`src/rtl/wb_pkg.sv`:
```
`default_nettype none
// ============================================================================
// Module   : wb_pkg
// Brief    : Shared types and constants for the register-file writeback arbiter.
// Revision : 1.0
// ============================================================================
package wb_pkg;

    localparam int XLEN  = 64;
    localparam int NREGS = 32;

    typedef struct packed {
        logic [4:0]      rd;
        logic [XLEN-1:0] data;
    } wb_entry_t;

    typedef enum logic [0:0] {
        WB_SRC_ALU = 1'b0,
        WB_SRC_LSU = 1'b1
    } wb_src_e;

endpackage
`default_nettype wire

```
`src/rtl/wb_arbiter_if.sv`:
```
`default_nettype none
// ============================================================================
// Module   : wb_arbiter_if
// Brief    : Source handshakes, register-file write port and hazard mask.
// Revision : 1.0
// ============================================================================
interface wb_arbiter_if;

    logic                     alu_valid;
    logic                     alu_ready;
    logic [4:0]               alu_rd;
    logic [wb_pkg::XLEN-1:0]  alu_data;
    logic                     lsu_valid;
    logic                     lsu_ready;
    logic [4:0]               lsu_rd;
    logic [wb_pkg::XLEN-1:0]  lsu_data;
    logic [4:0]               rd;
    logic [wb_pkg::XLEN-1:0]  WriteData;
    logic                     reg_write;
    logic [wb_pkg::NREGS-1:0] busy_mask;

    modport master (
        output alu_valid, alu_rd, alu_data, lsu_valid, lsu_rd, lsu_data,
        input  alu_ready, lsu_ready, rd, WriteData, reg_write, busy_mask
    );

    modport slave (
        input  alu_valid, alu_rd, alu_data, lsu_valid, lsu_rd, lsu_data,
        output alu_ready, lsu_ready, rd, WriteData, reg_write, busy_mask
    );

endinterface
`default_nettype wire

```
`src/rtl/wb_fifo.sv`:
```
`default_nettype none
// ============================================================================
// Module   : wb_fifo
// Brief    : DEPTH-entry synchronous FIFO of writeback entries with per-slot view.
// Revision : 1.0
// ============================================================================
module wb_fifo
    import wb_pkg::*;
#(
    parameter int DEPTH = 2
) (
    input  wire logic                  clk,
    input  wire logic                  reset,
    input  wire logic                  push,
    input  wire wb_entry_t             push_entry,
    input  wire logic                  pop,
    output logic                       full,
    output logic                       empty,
    output wb_entry_t                  head,
    output logic [DEPTH-1:0]           entry_valid,
    output logic [DEPTH-1:0][4:0]      entry_rd
);

    localparam int PW = $clog2(DEPTH);
    localparam int CW = PW + 1;

    wb_entry_t [DEPTH-1:0] mem_q, mem_d;
    logic [PW-1:0]         wr_ptr_q, wr_ptr_d;
    logic [PW-1:0]         rd_ptr_q, rd_ptr_d;
    logic [CW-1:0]         count_q, count_d;
    logic [PW-1:0]         w_offset;

    always_comb begin
        mem_d    = mem_q;
        wr_ptr_d = wr_ptr_q;
        rd_ptr_d = rd_ptr_q;
        count_d  = count_q;
        if (push) begin
            mem_d[wr_ptr_q] = push_entry;
            wr_ptr_d        = wr_ptr_q + 1'b1;
        end
        if (pop) begin
            rd_ptr_d = rd_ptr_q + 1'b1;
        end
        case ({push, pop})
            2'b10:   count_d = count_q + 1'b1;
            2'b01:   count_d = count_q - 1'b1;
            default: count_d = count_q;
        endcase
    end

    always_ff @(posedge clk or posedge reset) begin
        if (reset) begin
            mem_q    <= '0;
            wr_ptr_q <= '0;
            rd_ptr_q <= '0;
            count_q  <= '0;
        end else begin
            mem_q    <= mem_d;
            wr_ptr_q <= wr_ptr_d;
            rd_ptr_q <= rd_ptr_d;
            count_q  <= count_d;
        end
    end

    assign full  = (count_q == CW'(DEPTH));
    assign empty = (count_q == '0);
    assign head  = mem_q[rd_ptr_q];

    // A slot is live when its distance from the read pointer is below the count.
    always_comb begin
        w_offset    = '0;
        entry_valid = '0;
        entry_rd    = '0;
        for (int i = 0; i < DEPTH; i++) begin
            w_offset       = PW'(i) - rd_ptr_q;
            entry_valid[i] = ({1'b0, w_offset} < count_q);
            entry_rd[i]    = mem_q[i].rd;
        end
    end

endmodule
`default_nettype wire

```
`src/rtl/wb_arbiter.sv`:
```
`default_nettype none
// ============================================================================
// Module   : wb_arbiter
// Brief    : Round-robin writeback arbiter (ALU/LSU) with registered RF write port.
// Revision : 1.0
// ============================================================================
module wb_arbiter
    import wb_pkg::wb_entry_t, wb_pkg::wb_src_e, wb_pkg::WB_SRC_ALU,
           wb_pkg::WB_SRC_LSU, wb_pkg::NREGS;
#(
    parameter int XLEN  = wb_pkg::XLEN,
    parameter int DEPTH = 2
) (
    input  wire logic   clk,
    input  wire logic   reset,
    wb_arbiter_if.slave bus
);

    wb_entry_t               w_alu_entry, w_lsu_entry;
    wb_entry_t               w_alu_head, w_lsu_head;
    logic                    w_alu_full, w_alu_empty, w_lsu_full, w_lsu_empty;
    logic                    w_alu_push, w_lsu_push, w_alu_pop, w_lsu_pop;
    logic [DEPTH-1:0]        w_alu_vld, w_lsu_vld;
    logic [DEPTH-1:0][4:0]   w_alu_rds, w_lsu_rds;
    logic [NREGS-1:0]        w_busy;

    wb_src_e                 last_grant_q, last_grant_d;
    logic                    reg_write_q, reg_write_d;
    logic [4:0]              rd_q, rd_d;
    logic [XLEN-1:0]         wdata_q, wdata_d;

    assign bus.alu_ready = !w_alu_full && !reset;
    assign bus.lsu_ready = !w_lsu_full && !reset;
    assign w_alu_push    = bus.alu_valid && bus.alu_ready;
    assign w_lsu_push    = bus.lsu_valid && bus.lsu_ready;

    always_comb begin
        w_alu_entry.rd   = bus.alu_rd;
        w_alu_entry.data = bus.alu_data;
        w_lsu_entry.rd   = bus.lsu_rd;
        w_lsu_entry.data = bus.lsu_data;
    end

    wb_fifo #(.DEPTH(DEPTH)) u_alu_fifo (
        .clk        (clk),
        .reset      (reset),
        .push       (w_alu_push),
        .push_entry (w_alu_entry),
        .pop        (w_alu_pop),
        .full       (w_alu_full),
        .empty      (w_alu_empty),
        .head       (w_alu_head),
        .entry_valid(w_alu_vld),
        .entry_rd   (w_alu_rds)
    );

    wb_fifo #(.DEPTH(DEPTH)) u_lsu_fifo (
        .clk        (clk),
        .reset      (reset),
        .push       (w_lsu_push),
        .push_entry (w_lsu_entry),
        .pop        (w_lsu_pop),
        .full       (w_lsu_full),
        .empty      (w_lsu_empty),
        .head       (w_lsu_head),
        .entry_valid(w_lsu_vld),
        .entry_rd   (w_lsu_rds)
    );

    // On a tie the source that was not granted last wins.
    always_comb begin
        w_alu_pop = 1'b0;
        w_lsu_pop = 1'b0;
        if (!w_alu_empty && !w_lsu_empty) begin
            if (last_grant_q == WB_SRC_ALU) w_lsu_pop = 1'b1;
            else                            w_alu_pop = 1'b1;
        end else if (!w_alu_empty) begin
            w_alu_pop = 1'b1;
        end else if (!w_lsu_empty) begin
            w_lsu_pop = 1'b1;
        end
    end

    always_comb begin
        last_grant_d = last_grant_q;
        reg_write_d  = 1'b0;
        rd_d         = rd_q;
        wdata_d      = wdata_q;
        if (w_alu_pop) begin
            last_grant_d = WB_SRC_ALU;
            rd_d         = w_alu_head.rd;
            wdata_d      = w_alu_head.data;
            reg_write_d  = |w_alu_head.rd;
        end else if (w_lsu_pop) begin
            last_grant_d = WB_SRC_LSU;
            rd_d         = w_lsu_head.rd;
            wdata_d      = w_lsu_head.data;
            reg_write_d  = |w_lsu_head.rd;
        end
    end

    always_ff @(posedge clk or posedge reset) begin
        if (reset) begin
            last_grant_q <= WB_SRC_ALU;
            reg_write_q  <= 1'b0;
            rd_q         <= '0;
            wdata_q      <= '0;
        end else begin
            last_grant_q <= last_grant_d;
            reg_write_q  <= reg_write_d;
            rd_q         <= rd_d;
            wdata_q      <= wdata_d;
        end
    end

    // x0 entries may sit in the FIFOs; bit 0 is cleared last so they never show.
    always_comb begin
        w_busy = '0;
        for (int i = 0; i < DEPTH; i++) begin
            if (w_alu_vld[i]) w_busy[w_alu_rds[i]] = 1'b1;
            if (w_lsu_vld[i]) w_busy[w_lsu_rds[i]] = 1'b1;
        end
        if (reg_write_q) w_busy[rd_q] = 1'b1;
        w_busy[0] = 1'b0;
    end

    assign bus.busy_mask = w_busy;
    assign bus.reg_write = reg_write_q;
    assign bus.rd        = rd_q;
    assign bus.WriteData = wdata_q;

endmodule
`default_nettype wire

```
`src/flat_wrapper.sv`:
```
// flat-port wrapper written by rule: the top's interface ports become plain ports
module wb_arbiter_flat import wb_pkg::wb_entry_t, wb_pkg::wb_src_e, wb_pkg::WB_SRC_ALU,
           wb_pkg::WB_SRC_LSU, wb_pkg::NREGS;
#(
    parameter int XLEN  = wb_pkg::XLEN,
    parameter int DEPTH = 2
)
  (clk, reset, bus_alu_valid, bus_alu_rd, bus_alu_data, bus_lsu_valid, bus_lsu_rd, bus_lsu_data, bus_alu_ready, bus_lsu_ready, bus_rd, bus_WriteData, bus_reg_write, bus_busy_mask);
  wb_arbiter_if bus_i ();
  input  wire logic clk;
  input  wire logic reset;
  input wire logic [$bits(bus_i.alu_valid)-1:0] bus_alu_valid;
  input wire logic [$bits(bus_i.alu_rd)-1:0] bus_alu_rd;
  input wire logic [$bits(bus_i.alu_data)-1:0] bus_alu_data;
  input wire logic [$bits(bus_i.lsu_valid)-1:0] bus_lsu_valid;
  input wire logic [$bits(bus_i.lsu_rd)-1:0] bus_lsu_rd;
  input wire logic [$bits(bus_i.lsu_data)-1:0] bus_lsu_data;
  output wire logic [$bits(bus_i.alu_ready)-1:0] bus_alu_ready;
  output wire logic [$bits(bus_i.lsu_ready)-1:0] bus_lsu_ready;
  output wire logic [$bits(bus_i.rd)-1:0] bus_rd;
  output wire logic [$bits(bus_i.WriteData)-1:0] bus_WriteData;
  output wire logic [$bits(bus_i.reg_write)-1:0] bus_reg_write;
  output wire logic [$bits(bus_i.busy_mask)-1:0] bus_busy_mask;
  assign bus_i.alu_valid = bus_alu_valid;
  assign bus_i.alu_rd = bus_alu_rd;
  assign bus_i.alu_data = bus_alu_data;
  assign bus_i.lsu_valid = bus_lsu_valid;
  assign bus_i.lsu_rd = bus_lsu_rd;
  assign bus_i.lsu_data = bus_lsu_data;
  assign bus_alu_ready = bus_i.alu_ready;
  assign bus_lsu_ready = bus_i.lsu_ready;
  assign bus_rd = bus_i.rd;
  assign bus_WriteData = bus_i.WriteData;
  assign bus_reg_write = bus_i.reg_write;
  assign bus_busy_mask = bus_i.busy_mask;
  wb_arbiter #(.XLEN(XLEN), .DEPTH(DEPTH)) u_core (.clk(clk), .reset(reset), .bus(bus_i));
endmodule
```
`config.mk`:
```
export PLATFORM = sky130hd
export DESIGN_NAME = wb_arbiter_flat
export DESIGN_NICKNAME = d
export VERILOG_FILES = /design/src/rtl/wb_pkg.sv /design/src/rtl/wb_arbiter_if.sv /design/src/rtl/wb_fifo.sv /design/src/rtl/wb_arbiter.sv /design/src/flat_wrapper.sv
export SDC_FILE = /design/constraint.sdc
export NUM_CORES = 1
export LEC_CHECK = 0
export CELL_PAD_IN_SITES_DETAIL_PLACEMENT = 2
export CELL_PAD_IN_SITES_GLOBAL_PLACEMENT = 2
export CORE_MARGIN = 2
export CORE_UTILIZATION = 37
export DETAILED_ROUTE_END_ITERATION = 12
export GPL_TIMING_DRIVEN = 1
export PLACE_DENSITY = 0.77
export SLEW_MARGIN = 20
export SYNTH_ARGS = -nofsm -noshare
export SYNTH_HDL_FRONTEND = slang
export SYNTH_SLANG_ARGS = --single-unit
```
`constraint.sdc`:
```
create_clock -name clk -period 16.24 [get_ports clk]
set_clock_uncertainty 0.15 [all_clocks]
set_input_delay 3.248 -clock clk [delete_from_list [all_inputs] [get_ports clk]]
set_output_delay 3.248 -clock clk [all_outputs]
set_load 0.02 [all_outputs]
```
==> results.sh <==
export IMPL_synth_seq_area_share=0.523
export IMPL_wl_met3_microns=2400
export IMPL_finalCriticalPeriod_ps=8980
export IMPL_overflow=0
export IMPL_slew_viol_final=0
export IMPL_cp_max_fo=134
export IMPL_dr_total_vias=12300
export IMPL_drv_cap=0
export IMPL_setup_tns_ps=0
export IMPL_ys_warn_count=0
export IMPL_hpwl_microns=34200
export IMPL_wl_per_cell_microns=24.7
export IMPL_synth_top_area_cell="dfrtp_1"
export IMPL_fillers=4448
export IMPL_firstDrtPassIters=5
export IMPL_post_synth_instance_area_sq_mm=0.0170
export IMPL_cts_root_buf="clkbuf_16"
export IMPL_gp_congestion=0.905
export IMPL_area_delta_synth_final_pct=24.3
export IMPL_cts_buffers=41
export IMPL_synth_fp_nets=1529
export IMPL_critPathArrivalTime_ps=5580
export IMPL_synth_commonest_cells="dfrtp_1 (355), mux2_2 (246), nor2b_1 (134)"
export IMPL_leakage_nw=8.31
export IMPL_grt_max_degree=163
export IMPL_cts_clk_slew_worst_paths_ps=60
export IMPL_finish_net_count=1719
export IMPL_powerDensity_mw_per_mm2=227
export IMPL_die_x_microns=218
export IMPL_r2r_start="u_core.u_lsu_fifo.count_q[1]$_DFFE_PP0P_"
export IMPL_cp_start_kind="input port"
export IMPL_criticalPathCategory="input port to output port"
export IMPL_core_sq_mm=0.0454
export IMPL_async_flop_share=1.00
export IMPL_grt_pass1_vias=14100
export IMPL_drt_iter0_drc=591
export IMPL_netlist_top_cells_area="dfrtp_1 (52%), mux2_2 (16%), a211oi_1 (5.7%)"
export IMPL_hold_depth=2
export IMPL_synth_flop_cell="dfrtp_1"
export IMPL_rrSetupSlack_ps=13000
export IMPL_cts_resized=0
export IMPL_grt_first_pass_wirelength_microns=85200
export IMPL_ctsHoldBuffers=0
export IMPL_synth_most_common_cell="dfrtp_1"
export IMPL_cts_sinks=355
export IMPL_ys_types=61
export IMPL_hold_end="u_core.bus.WriteData[2]$_DFFE_PP0P_"
export IMPL_wl_met1_microns=22900
export IMPL_grt_use_total=0.233
export IMPL_dieArea_sq_mm=0.0476
export IMPL_r2r_end="u_core.u_lsu_fifo.mem_q[27]$_DFFE_PP0P_"
export IMPL_die_h_microns=218
export IMPL_cts_setup_buffers=0
export IMPL_wl_met2_microns=28000
export IMPL_worst_r2r_path_depth=5
export IMPL_post_drt_via_cell_ratio=5.56
export IMPL_yosysTopAreaCellShare=0.523
export IMPL_clock_fmax_ghz=0.111
export IMPL_required_ps=12840
export IMPL_cts_path_max_buffers=3
export IMPL_seq_area_sq_mm=0.00889
export IMPL_min_from="u_core.bus.WriteData[2]$_DFFE_PP0P_"
export IMPL_final_setup_worst_slack_ps=7260
export IMPL_multi_input_area_sq_mm=0.00756
export IMPL_ios=246
export IMPL_status="complete, no violations"
export IMPL_syn_avg_cell_area_sq_um=12.3
export IMPL_synth_seq_cells=355
export IMPL_ir_worst_vdd_v=0.000110
export IMPL_wl_microns=54500
export IMPL_start_util=0.374
export IMPL_cts_tree="yes"
export IMPL_ant_nets=0
export IMPL_cts_htree_levels=2
export IMPL_synth_edf_count=0
export IMPL_port_buffers=244
export IMPL_fin_crit_sh=0.553
export IMPL_clk_latency_ps=550
export IMPL_utilization=0.465
export IMPL_hold_violations=0
export IMPL_drt_drc_violations_left=0
export IMPL_pre_cts_ws_ps=7180
export IMPL_worst_pin_slew_ps=1210
export IMPL_drive_gt1_frac=0.238
export IMPL_max_slew_margin_rel=0.189
export IMPL_rsz0062_at_grt="no"
export IMPL_hold_class="register to register"
export IMPL_finalPower_mw=4.78
export IMPL_topRoutingLayerUsed="met5"
export IMPL_setup_viol=0
export IMPL_critPathCaptureType="output port"
export IMPL_rows=78
export IMPL_antenna_found_initial=6
export IMPL_netlist_instances=1385
-- critical path: stages --
cell and delay (ps):
clkdlybuf4s50_1 560, inv_8 730, o21a_1 350, clkdlybuf4s50_1 650
-- state kept, by name, summed over array words and instances (netlist names) --
signal / count
u_core.bus.reg_write: 1
u_core.bus.rd: 5
u_core.u_lsu_fifo.rd_ptr_q: 1
u_core.u_lsu_fifo.entry_rd: 10
u_core.u_alu_fifo.wr_ptr_q: 1
u_core.u_alu_fifo.rd_ptr_q: 1
u_core.u_lsu_fifo.mem_q: 128
u_core.u_alu_fifo.count_q: 2
u_core.bus.WriteData: 64
u_core.u_alu_fifo.mem_q: 128
u_core.u_lsu_fifo.wr_ptr_q: 1
u_core.last_grant_q: 1
u_core.u_lsu_fifo.count_q: 2
u_core.u_alu_fifo.entry_rd: 10
-- routing by layer --
metal | up-vias | GRT usage
met5 | - | 0
met4 | 6 | 0.0583
met3 | 75 | 0.0438
met2 | 265 | 0.417
met1 | 6474 | 0.288
li1 | 5451 | -
-- power breakdown --
part	switching, mW	total [mW]	internal, mW
clock network	0.371	0.900	0.529
logic	1.08	2.10	1.01
registers	0.434	1.79	1.35
total	1.89	4.78	2.90
-- stage by stage --
stage          std cells  hold slack [ps]  area, sq um
2_1_floorplan       1385              300        17000
3_3_place_gp        2132              309        19800
3_5_place_dp        2132              320        19800
4_1_cts             2203              338        21100
5_1_grt             2205              360        21100
6_report            2206              332        21100
-- cell usage in the layout (no fill, tap or decap), types with 5 or more instances in the layout --
master / count
dfrtp_1: 353
mux2_2: 246
clkdlybuf4s50_1: 244
nor2b_1: 134
a211oi_1: 128
nand2_1: 88
o31ai_1: 66
clkbuf_16: 43
mux2_4: 30
nor2_1: 21
a22oi_1: 16
o211ai_1: 15
o22a_1: 13
buf_4: 12
o21ai_0: 11
xnor2_1: 10
clkbuf_8: 10
clkbuf_1: 10
nand3_1: 9
nor3b_1: 8
nand3b_1: 8
mux2i_1: 8
o22ai_1: 7
or4_1: 6
and3b_1: 6
a211o_1: 6
mux2_1: 5
nor3_1: 5
and3_1: 5
nand4_1: 5
-- cell type report --
cell class,count,area share
diodes,3,0.000356
flip-flops and latches,355,0.421
well taps,600,0.0356
clock inverters,8,0.00255
inverters,7,0.00160
multi-input cells,913,0.358
repair buffers,257,0.121
clock buffers,63,0.0593
-- cells by family (layout without fill, tap and decap cells) --
| family | count (synthesis) | after routing | share of synthesized area |
|---|---|---|---|
| buffers and inverters | 117 | 335 | 0.0338 |
| XOR/XNOR | 10 | 10 | 0.00516 |
| multiplexers | 289 | 289 | 0.198 |
| AND/OR/NAND/NOR | 316 | 316 | 0.105 |
| flip-flops | 355 | 355 | 0.523 |
| adder cells (fa/ha/maj) | 2 | 2 | 0.00147 |
| AO/OA/AOI/OAI | 295 | 295 | 0.134 |
| other | 1 | 4 | 0.000221 |
-- how the worst max path moves through the flow --
stage | end | from | cells after the start | slack, ps
2_1_floorplan | bus_lsu_ready | reset | 2 | 1490
3_3_place_gp | bus_lsu_ready | reset | 4 | 7180
3_5_place_dp | bus_lsu_ready | reset | 4 | 7180
4_1_cts | bus_lsu_ready | reset | 4 | 7180
5_1_grt | bus_lsu_ready | reset | 4 | 7080
6_report | bus_lsu_ready | reset | 4 | 7260
(Power assumes the default switching activity.)
